$ cat config.mk
export PLATFORM = sky130hd
export DESIGN_NAME = pong_renderer
export DESIGN_NICKNAME = d
export VERILOG_FILES = /design/src/rtl/pong_renderer.sv
export SDC_FILE = /design/constraint.sdc
export NUM_CORES = 1
export LEC_CHECK = 0
export BUFFER_PORTS_ARGS = -buffer_cell sky130_fd_sc_hd__buf_4
export CAP_MARGIN = 30
export CORE_MARGIN = 2
export CORE_UTILIZATION = 25
export DETAILED_ROUTE_END_ITERATION = 10
export GPL_ROUTABILITY_DRIVEN = 1
export SLEW_MARGIN = 30
export SYNTH_ARGS = -nofsm -noshare
export SYNTH_HDL_FRONTEND = slang
export SYNTH_SLANG_ARGS = --single-unit
$ cat constraint.sdc
create_clock -name clk_i -period 1.95 [get_ports clk_i]
set_input_delay 0.195 -clock clk_i [delete_from_list [all_inputs] [get_ports clk_i]]
set_output_delay 0.195 -clock clk_i [all_outputs]
set_load 0.05 [all_outputs]
$ cat src/rtl/pong_renderer.sv
// Pong frame renderer: turns the raster position into an RGB444 pixel through a
// 3-stage pipeline. Sprite positions are latched once per frame at pixel (0,0).
module pong_renderer #(
  parameter int          X_POS_W       = 10,
  parameter int          Y_POS_W       = 10,
  parameter int          SCREEN_H_RES  = 640,
  parameter int          SCREEN_V_RES  = 480,
  parameter int          PADDLE_WIDTH  = 8,
  parameter int          PADDLE_HEIGHT = 64,
  parameter int          BALL_SIDE     = 8,
  parameter int          SCREEN_BORDER = 4,
  parameter logic [11:0] COL_BG        = 12'h000,
  parameter logic [11:0] COL_BORDER    = 12'hFFF,
  parameter logic [11:0] COL_NET       = 12'h888,
  parameter logic [11:0] COL_PLAYER    = 12'h0F0,
  parameter logic [11:0] COL_ENEMY     = 12'hF00,
  parameter logic [11:0] COL_BALL      = 12'hFF0
) (
  input  logic               clk_i,
  input  logic               rst_i,
  input  logic [X_POS_W-1:0] pix_x_i,
  input  logic [Y_POS_W-1:0] pix_y_i,
  input  logic               visible_i,
  input  logic [X_POS_W-1:0] player_x_i,
  input  logic [Y_POS_W-1:0] player_y_i,
  input  logic [X_POS_W-1:0] enemy_x_i,
  input  logic [Y_POS_W-1:0] enemy_y_i,
  input  logic [X_POS_W-1:0] ball_x_i,
  input  logic [Y_POS_W-1:0] ball_y_i,
  output logic               new_frame_o,
  output logic [11:0]        rgb_o,
  output logic               visible_o
);

  localparam int N_SPR      = 3;
  localparam int SPR_PLAYER = 0;
  localparam int SPR_ENEMY  = 1;
  localparam int SPR_BALL   = 2;

  localparam logic [X_POS_W-1:0] NET_X0     = X_POS_W'(SCREEN_H_RES / 2 - 1);
  localparam logic [X_POS_W-1:0] NET_X1     = X_POS_W'(SCREEN_H_RES / 2);
  localparam logic [Y_POS_W-1:0] BORDER_TOP = Y_POS_W'(SCREEN_BORDER);
  localparam logic [Y_POS_W-1:0] BORDER_BOT = Y_POS_W'(SCREEN_V_RES - SCREEN_BORDER);
  localparam logic [Y_POS_W-1:0] VBLANK_Y   = Y_POS_W'(SCREEN_V_RES);

  logic frame_start;
  logic vblank_match;

  assign frame_start  = (pix_x_i == '0) && (pix_y_i == '0);
  assign vblank_match = (pix_x_i == '0) && (pix_y_i == VBLANK_Y);

  // Sprite inputs gathered into arrays so the per-sprite logic can be generated.
  logic [X_POS_W-1:0] pos_x_in [N_SPR];
  logic [Y_POS_W-1:0] pos_y_in [N_SPR];

  assign pos_x_in[SPR_PLAYER] = player_x_i;
  assign pos_y_in[SPR_PLAYER] = player_y_i;
  assign pos_x_in[SPR_ENEMY]  = enemy_x_i;
  assign pos_y_in[SPR_ENEMY]  = enemy_y_i;
  assign pos_x_in[SPR_BALL]   = ball_x_i;
  assign pos_y_in[SPR_BALL]   = ball_y_i;

  // Frame-start strobe for game logic, edge-detected so a held position fires once.
  logic vblank_match_prev_reg;
  logic new_frame_reg;

  always_ff @(posedge clk_i) begin
    if (rst_i) begin
      vblank_match_prev_reg <= 1'b0;
      new_frame_reg         <= 1'b0;
    end else begin
      vblank_match_prev_reg <= vblank_match;
      new_frame_reg         <= vblank_match && !vblank_match_prev_reg;
    end
  end

  assign new_frame_o = new_frame_reg;

  logic shadow_valid_reg;

  always_ff @(posedge clk_i) begin
    if (rst_i) begin
      shadow_valid_reg <= 1'b0;
    end else if (frame_start) begin
      shadow_valid_reg <= 1'b1;
    end
  end

  // Stage 1: raster position and visibility.
  logic [X_POS_W-1:0] s1_x_reg;
  logic [Y_POS_W-1:0] s1_y_reg;
  logic               s1_vis_reg;

  always_ff @(posedge clk_i) begin
    if (rst_i) begin
      s1_x_reg   <= '0;
      s1_y_reg   <= '0;
      s1_vis_reg <= 1'b0;
    end else begin
      s1_x_reg   <= pix_x_i;
      s1_y_reg   <= pix_y_i;
      s1_vis_reg <= visible_i;
    end
  end

  logic [N_SPR-1:0] spr_hit;

  // Per-sprite shadow position and bounding-box test; right/bottom edges carry
  // an extra bit so sprites near the coordinate limit clip instead of wrapping.
  for (genvar gi = 0; gi < N_SPR; gi++) begin : g_sprite
    localparam int SPR_W = (gi == SPR_BALL) ? BALL_SIDE : PADDLE_WIDTH;
    localparam int SPR_H = (gi == SPR_BALL) ? BALL_SIDE : PADDLE_HEIGHT;

    logic [X_POS_W-1:0] shadow_x_reg;
    logic [Y_POS_W-1:0] shadow_y_reg;
    logic [X_POS_W:0]   right_edge;
    logic [Y_POS_W:0]   bottom_edge;

    always_ff @(posedge clk_i) begin
      if (rst_i) begin
        shadow_x_reg <= '0;
        shadow_y_reg <= '0;
      end else if (frame_start) begin
        shadow_x_reg <= pos_x_in[gi];
        shadow_y_reg <= pos_y_in[gi];
      end
    end

    assign right_edge  = {1'b0, shadow_x_reg} + (X_POS_W + 1)'(SPR_W);
    assign bottom_edge = {1'b0, shadow_y_reg} + (Y_POS_W + 1)'(SPR_H);

    assign spr_hit[gi] = shadow_valid_reg
                      && (s1_x_reg >= shadow_x_reg)
                      && ({1'b0, s1_x_reg} < right_edge)
                      && (s1_y_reg >= shadow_y_reg)
                      && ({1'b0, s1_y_reg} < bottom_edge);
  end

  logic net_hit;
  logic border_hit;

  assign net_hit    = ((s1_x_reg == NET_X0) || (s1_x_reg == NET_X1)) && !s1_y_reg[3];
  assign border_hit = (s1_y_reg < BORDER_TOP) || (s1_y_reg >= BORDER_BOT);

  // Stage 2: hit flags.
  logic [N_SPR-1:0] s2_spr_hit_reg;
  logic             s2_net_reg;
  logic             s2_border_reg;
  logic             s2_vis_reg;

  always_ff @(posedge clk_i) begin
    if (rst_i) begin
      s2_spr_hit_reg <= '0;
      s2_net_reg     <= 1'b0;
      s2_border_reg  <= 1'b0;
      s2_vis_reg     <= 1'b0;
    end else begin
      s2_spr_hit_reg <= spr_hit;
      s2_net_reg     <= net_hit;
      s2_border_reg  <= border_hit;
      s2_vis_reg     <= s1_vis_reg;
    end
  end

  logic [11:0] rgb_next;

  always_comb begin
    rgb_next = COL_BG;
    if (!s2_vis_reg) begin
      rgb_next = 12'h000;
    end else if (s2_spr_hit_reg[SPR_BALL]) begin
      rgb_next = COL_BALL;
    end else if (s2_spr_hit_reg[SPR_PLAYER]) begin
      rgb_next = COL_PLAYER;
    end else if (s2_spr_hit_reg[SPR_ENEMY]) begin
      rgb_next = COL_ENEMY;
    end else if (s2_net_reg) begin
      rgb_next = COL_NET;
    end else if (s2_border_reg) begin
      rgb_next = COL_BORDER;
    end
  end

  // Stage 3: output colour and aligned visibility.
  logic [11:0] rgb_reg;
  logic        visible_reg;

  always_ff @(posedge clk_i) begin
    if (rst_i) begin
      rgb_reg     <= 12'h000;
      visible_reg <= 1'b0;
    end else begin
      rgb_reg     <= rgb_next;
      visible_reg <= s2_vis_reg;
    end
  end

  assign rgb_o     = rgb_reg;
  assign visible_o = visible_reg;

endmodule

### Yosys cells after proc, flatten, opt, wreduce, memory -nomap -nowiden

Index checks and enable logic that the tools add are counted.

| cells by class | value |
|---|---|
| reductions and logical operators | 25 |
| mux-type cells | 5 |
| add/subtract/negate cells | 6 |
| bitwise logic cells | 1 |
| magnitude comparators | 14 |
| equality and inequality tests | 3 |

Operators by type and width:

| cell | number |
|---|---|
| 10-bit by 11-bit < comparator with 1-bit output | 6 |
| 10-bit greater-or-equal comparator | 6 |
| 12-bit two-way mux | 5 |
| 10-bit by 4-bit adder with 11-bit output (second input constant) | 4 |
| 10-bit by 9-bit equality test with 1-bit output (second input constant) | 3 |
| 10-bit by 7-bit adder with 11-bit output (second input constant) | 2 |
| 10-bit logical NOT | 2 |
| 1-bit logical AND | 16 |
| 10-bit by 9-bit greater-or-equal comparator with 1-bit output (second input constant) | 1 |
| 10-bit by 3-bit < comparator with 1-bit output (second input constant) | 1 |
| 6-bit OR reduction | 1 |
| 5-bit OR reduction | 1 |
| 1-bit logical NOT | 2 |
| 1-bit logical OR | 2 |
| 2-bit OR reduction | 1 |
| 1-bit inverter | 1 |

| storage, ports and cells | value |
|---|---|
| logic and storage cells | 74 |
| output and inout port bits | 14 |
| bits in registers | 103 |

### Longest topological paths before layout

| logic depth | value |
|---|---|
| word-level depth | 5 |
| mapped depth | 10 |

### Worst setup path before layout

OpenSTA, ideal clock, no wires.

| timing path | value |
|---|---|
| kind | register to register |
| start | register g_sprite[2].shadow_y_reg[3] |
| end | register s2_spr_hit_reg[2] |
| library setup time | 0.086 ns |
| data arrival time | 2.032 ns |
| required time | 1.864 ns |
| cell stages (with the launch flop) | 11 |
| buffers on the path | 0 |
| path slack | -0.167 ns |
| path through | dfxtp_1 -> ha_1 -> nand2_1 -> or3_1 -> xnor2_1 -> ha_1 -> a21oi_1 -> a21oi_1 -> nor3_1 -> nand3_1 -> a211oi_1 |

| on the way | value |
|---|---|
| word-level cells in the longest chain between the ends | 3 |

Ends and longest elaborated chain:

| item | RTL line | RTL |
|---|---|---|
| from (decl) | 115 | `logic [Y_POS_W-1:0] shadow_y_reg;` |
| from (signal assigned) | 125 | `shadow_y_reg <= pos_y_in[gi];` |
| 10-bit by 4-bit adder with 11-bit output / 10-bit greater-or-equal comparator (equally long branches) | 130, 135 |  |
| 10-bit by 11-bit < comparator with 1-bit output / 1-bit logical AND (equally long branches) | 136, 135 |  |
| 1-bit logical AND * | 136 | `&& ({1'b0, s1_y_reg} < bottom_edge);` |
| to (signal assigned) | 158 | `s2_spr_hit_reg <= spr_hit;` |
| to (decl) | 146 | `logic [N_SPR-1:0] s2_spr_hit_reg;` |

Mark *: on every way between the ends. The rest lies on a longest branch, timed or not.
A chain may end at the register's enable or synchronous reset.

### Worst setup path after layout

| timing path | value |
|---|---|
| start | register g_sprite[0].shadow_x_reg[4] |
| end | register s2_spr_hit_reg[0] |

| on the way | value |
|---|---|
| word-level cells in the longest chain between the ends | 5 |

Ends and longest elaborated chain:

| item | RTL line | RTL |
|---|---|---|
| from (decl) | 114 | `logic [X_POS_W-1:0] shadow_x_reg;` |
| from (signal assigned) | 124 | `shadow_x_reg <= pos_x_in[gi];` |
| 10-bit by 4-bit adder with 11-bit output / 10-bit greater-or-equal comparator (equally long branches) | 129, 133 |  |
| 10-bit by 11-bit < comparator with 1-bit output / 1-bit logical AND (equally long branches) | 134, 133 |  |
| 1-bit logical AND * | 134 | `&& ({1'b0, s1_x_reg} < right_edge)` |
| 1-bit logical AND * | 135 | `&& (s1_y_reg >= shadow_y_reg)` |
| 1-bit logical AND * | 136 |  |

Marks and branches as above.

==> impl_metrics.json <==
{
  "outcome": "complete, but fails checks",
  "violations": "setup timing",
  "ctsHoldBuffers": 0,
  "dp_cells": 1195,
  "r2r_start": "g_sprite[0].shadow_x_reg[4]",
  "worst_pin_slew_ns": 0.4413,
  "place_hpwl_mm": 13.28,
  "worstSetupEndpointType": "register",
  "whs_ns": 0.05950,
  "grt_pass1_vias": 5233,
  "stdcell_area_um2": 8034,
  "min_path_type": "in2reg",
  "synth_cells": 747,
  "start_kind": "register",
  "worst_skew_pair.late_latency_ns": 0.36,
  "reg2reg_to": "s2_spr_hit_reg[0]",
  "leakagePower_nw": 3.107,
  "startpoint": "g_sprite[0].shadow_x_reg[4]",
  "drc_errors": 0,
  "max_cap_viol_count": 0,
  "crit_type": "reg2reg",
  "clkPwrFrac": 0.434,
  "viasPerCell": 4.448,
  "cts_tree": "done",
  "period_minus_slack_ns": 2.002,
  "pre_cts_slack_ns": -0.1913,
  "rows": 58,
  "fp.dieArea_um2": 26480,
  "grt_max_degree": 44,
  "fillerInstances": 2665,
  "synth_cell_types": 50,
  "finalSetupTns_ns": -0.09715,
  "async_flop_share": 0,
  "cts-root-buf": "clkbuf_16",
  "clock-sinks": 97,
  "fp.dieH_um": 162.7,
  "area_delta_synth_final_pct": 27.55,
  "dr.pass1.iters": 5,
  "vias": 5395,
  "wl_mm": 16.23,
  "reg2reg_slack_ns": -0.05,
  "drv_slew": 0,
  "fin_skew_ns": 0.007753,
  "post_dp_cell_area_um2": 7631,
  "grt-ovfl-total": 0,
  "antenna_found_initial": 0,
  "synth_fp_nets": 932,
  "place_congestion": 0.8075,
  "synth_edf_count": 0,
  "netlist_area_um2": 6299,
  "layout_setup_ws_ns": -0.05173,
  "synth_commonest_cells": "nand2_1 (139), ha_1 (102), dfxtp_1 (97)",
  "crit_arrival_ns": 2.31,
  "ys_seq_elements": 97,
  "core_area_um2": 24960,
  "drive_gt1_frac": 0.2661,
  "ys_warn_count": 0,
  "slew_headroom": 0.7054,
  "ys.flop_type": "dfxtp_1",
  "pwr_density_cell_nw_per_um2": 573.7,
  "yosysSeqAreaShare": 0.3083,
  "yosysMostFrequentCell": "nand2_1",
  "max_freq_mhz": 499.6,
  "p_switching_mw": 1.160,
  "htree_num_levels": 3,
  "grt_pass1_wl_mm": 26.25,
  "drt_iter0_drc": 263,
  "wl_per_cell_um": 13.38,
  "post-route-period-util": 1.027,
  "setup_viol_count_final": 2,
  "cts_buffers": 9,
  "finalNonFillerCells": 1213,
  "port_buffers": 96,
  "io_pins": 97,
  "path_max_fanout": 2,
  "p_sw_frac": 0.2518,
  "grt.total_usage": 0.1260,
  "die_w_um": 162.7,
  "ant_nets": 0,
  "start_util": 0.2523,
  "combPwrFrac": 0.121,
  "n_antenna_cell": 0,
  "hold_viol": 0,
  "layout.nets": 1063,
  "vdd_ir_drop_max_uv": 385.7,
  "crit_end": "s2_spr_hit_reg[0]",
  "grt_setup_unrepaired": "yes",
  "synthTopCellsByArea": "dfxtp_1 (31%), ha_1 (20%), nand2_1 (8.3%), a21oi_2 (5.4%), a21oi_1 (4.4%)",
  "yosys.area.top_type": "dfxtp_1",
  "power_frac_seq": 0.445,
  "clock_path_buffers": 2,
  "reg2regPathDepth": 9,
  "p_int_mw": 3.448,
  "postSynthAreaPerCell_um2": 8.432,
  "yosysTopAreaCellShare": 0.3083,
  "worstPathRequired_ns": 2.25,
  "clk_pin_slew_worst_paths_ns": 0.07
}
## logic make-up after synthesis
kind of cell / Yosys count / synth area share
compound gates: 163 / 0.1720
buf+inv: 95 / 0.08343
simple gates: 266 / 0.2002
xor+xnor: 24 / 0.03337
fa+ha+maj: 102 / 0.2026
flops: 97 / 0.3083
## layout by cell type, fill, tap and decap left out, types with 3 or more instances in the layout
master / n
buf_4: 145
ha_1: 99
buf_12: 4
a211oi_1: 5
nor2_1: 27
xnor2_1: 24
a211o_1: 4
o21ai_0: 27
nand4_1: 6
a21oi_2: 39
inv_6: 3
inv_1: 66
nand3_1: 19
or3_1: 3
nor3_1: 6
clkbuf_16: 9
nor4_2: 3
a21oi_1: 56
nand2b_1: 7
o21a_1: 3
nor4_1: 11
dfxtp_1: 88
nand2_1: 138
ha_4: 3
dfxtp_2: 9
nor2b_1: 27
a21o_1: 9
## power groups by stage
stage | Combinational, mW | Clock (mW) | Sequential, mW
6_report | 0.557 | 2.00 | 2.05
3_3_place_gp | 0.543 | 0 | 2.10
3_5_place_dp | 0.553 | 0 | 2.10
2_1_floorplan | 0.293 | 0 | 2.09
5_1_grt | 0.630 | 2.15 | 2.05
4_1_cts | 0.561 | 2.06 | 2.05
## per-stage QoR
step             util  total power, mW
2_1_floorplan       -            2.383
3_3_place_gp   0.3057            2.640
3_5_place_dp   0.3057            2.650
4_1_cts        0.3210            4.673
5_1_grt        0.3218            4.832
6_report       0.3218            4.609
## area by class of cell
type | count | area [µm²] | share of cell area
Clock inverter | 7 | 110.1 | 0.01371
Inverter | 66 | 247.7 | 0.03084
Timing Repair Buffer | 149 | 1169 | 0.1455
Clock buffer | 9 | 225.2 | 0.02803
Sequential cell | 97 | 1953 | 0.2431
Multi-Input combinational cell | 555 | 3916 | 0.4875
Tap cell | 330 | 412.9 | 0.05139
## worst min path at each step
stage	from	to	slack (ns)	depth (start not counted)
detailed placement	vblank_match_prev_reg	new_frame_o	0.40	1
finish	pix_x_i[2]	s1_x_reg[2]	0.06	2
global placement	vblank_match_prev_reg	new_frame_o	0.39	1
global route	pix_x_i[2]	s1_x_reg[2]	0.05	2
floorplan	enemy_y_i[3]	g_sprite[1].shadow_y_reg[3]	0.32	2
CTS	pix_x_i[2]	s1_x_reg[2]	0.04	2
## critical path, stage by stage (launching register included)
cell	delay, ns
dfxtp_2	0.36
ha_4	0.14
nand2_2	0.04
or3_1	0.36
xnor2_1	0.13
ha_1	0.31
o2111ai_2	0.08
a211oi_2	0.05
nor4_1	0.27
and4_1	0.21
## timing repair
action                     in CTS  in global routing
resized for setup               6                  7
buffers inserted                2                  0
hold endpoints to repair        0                  0
pin swaps                       7                  3
setup endpoints to repair       3                  3
## per-layer routing
metal	GRT usage	wire length, µm
met2	0.1993	6981
met3	0.02496	807
met4	0.03781	222
met5	0	0
met1	0.1730	8214
Power figures use the tool's default switching activity.
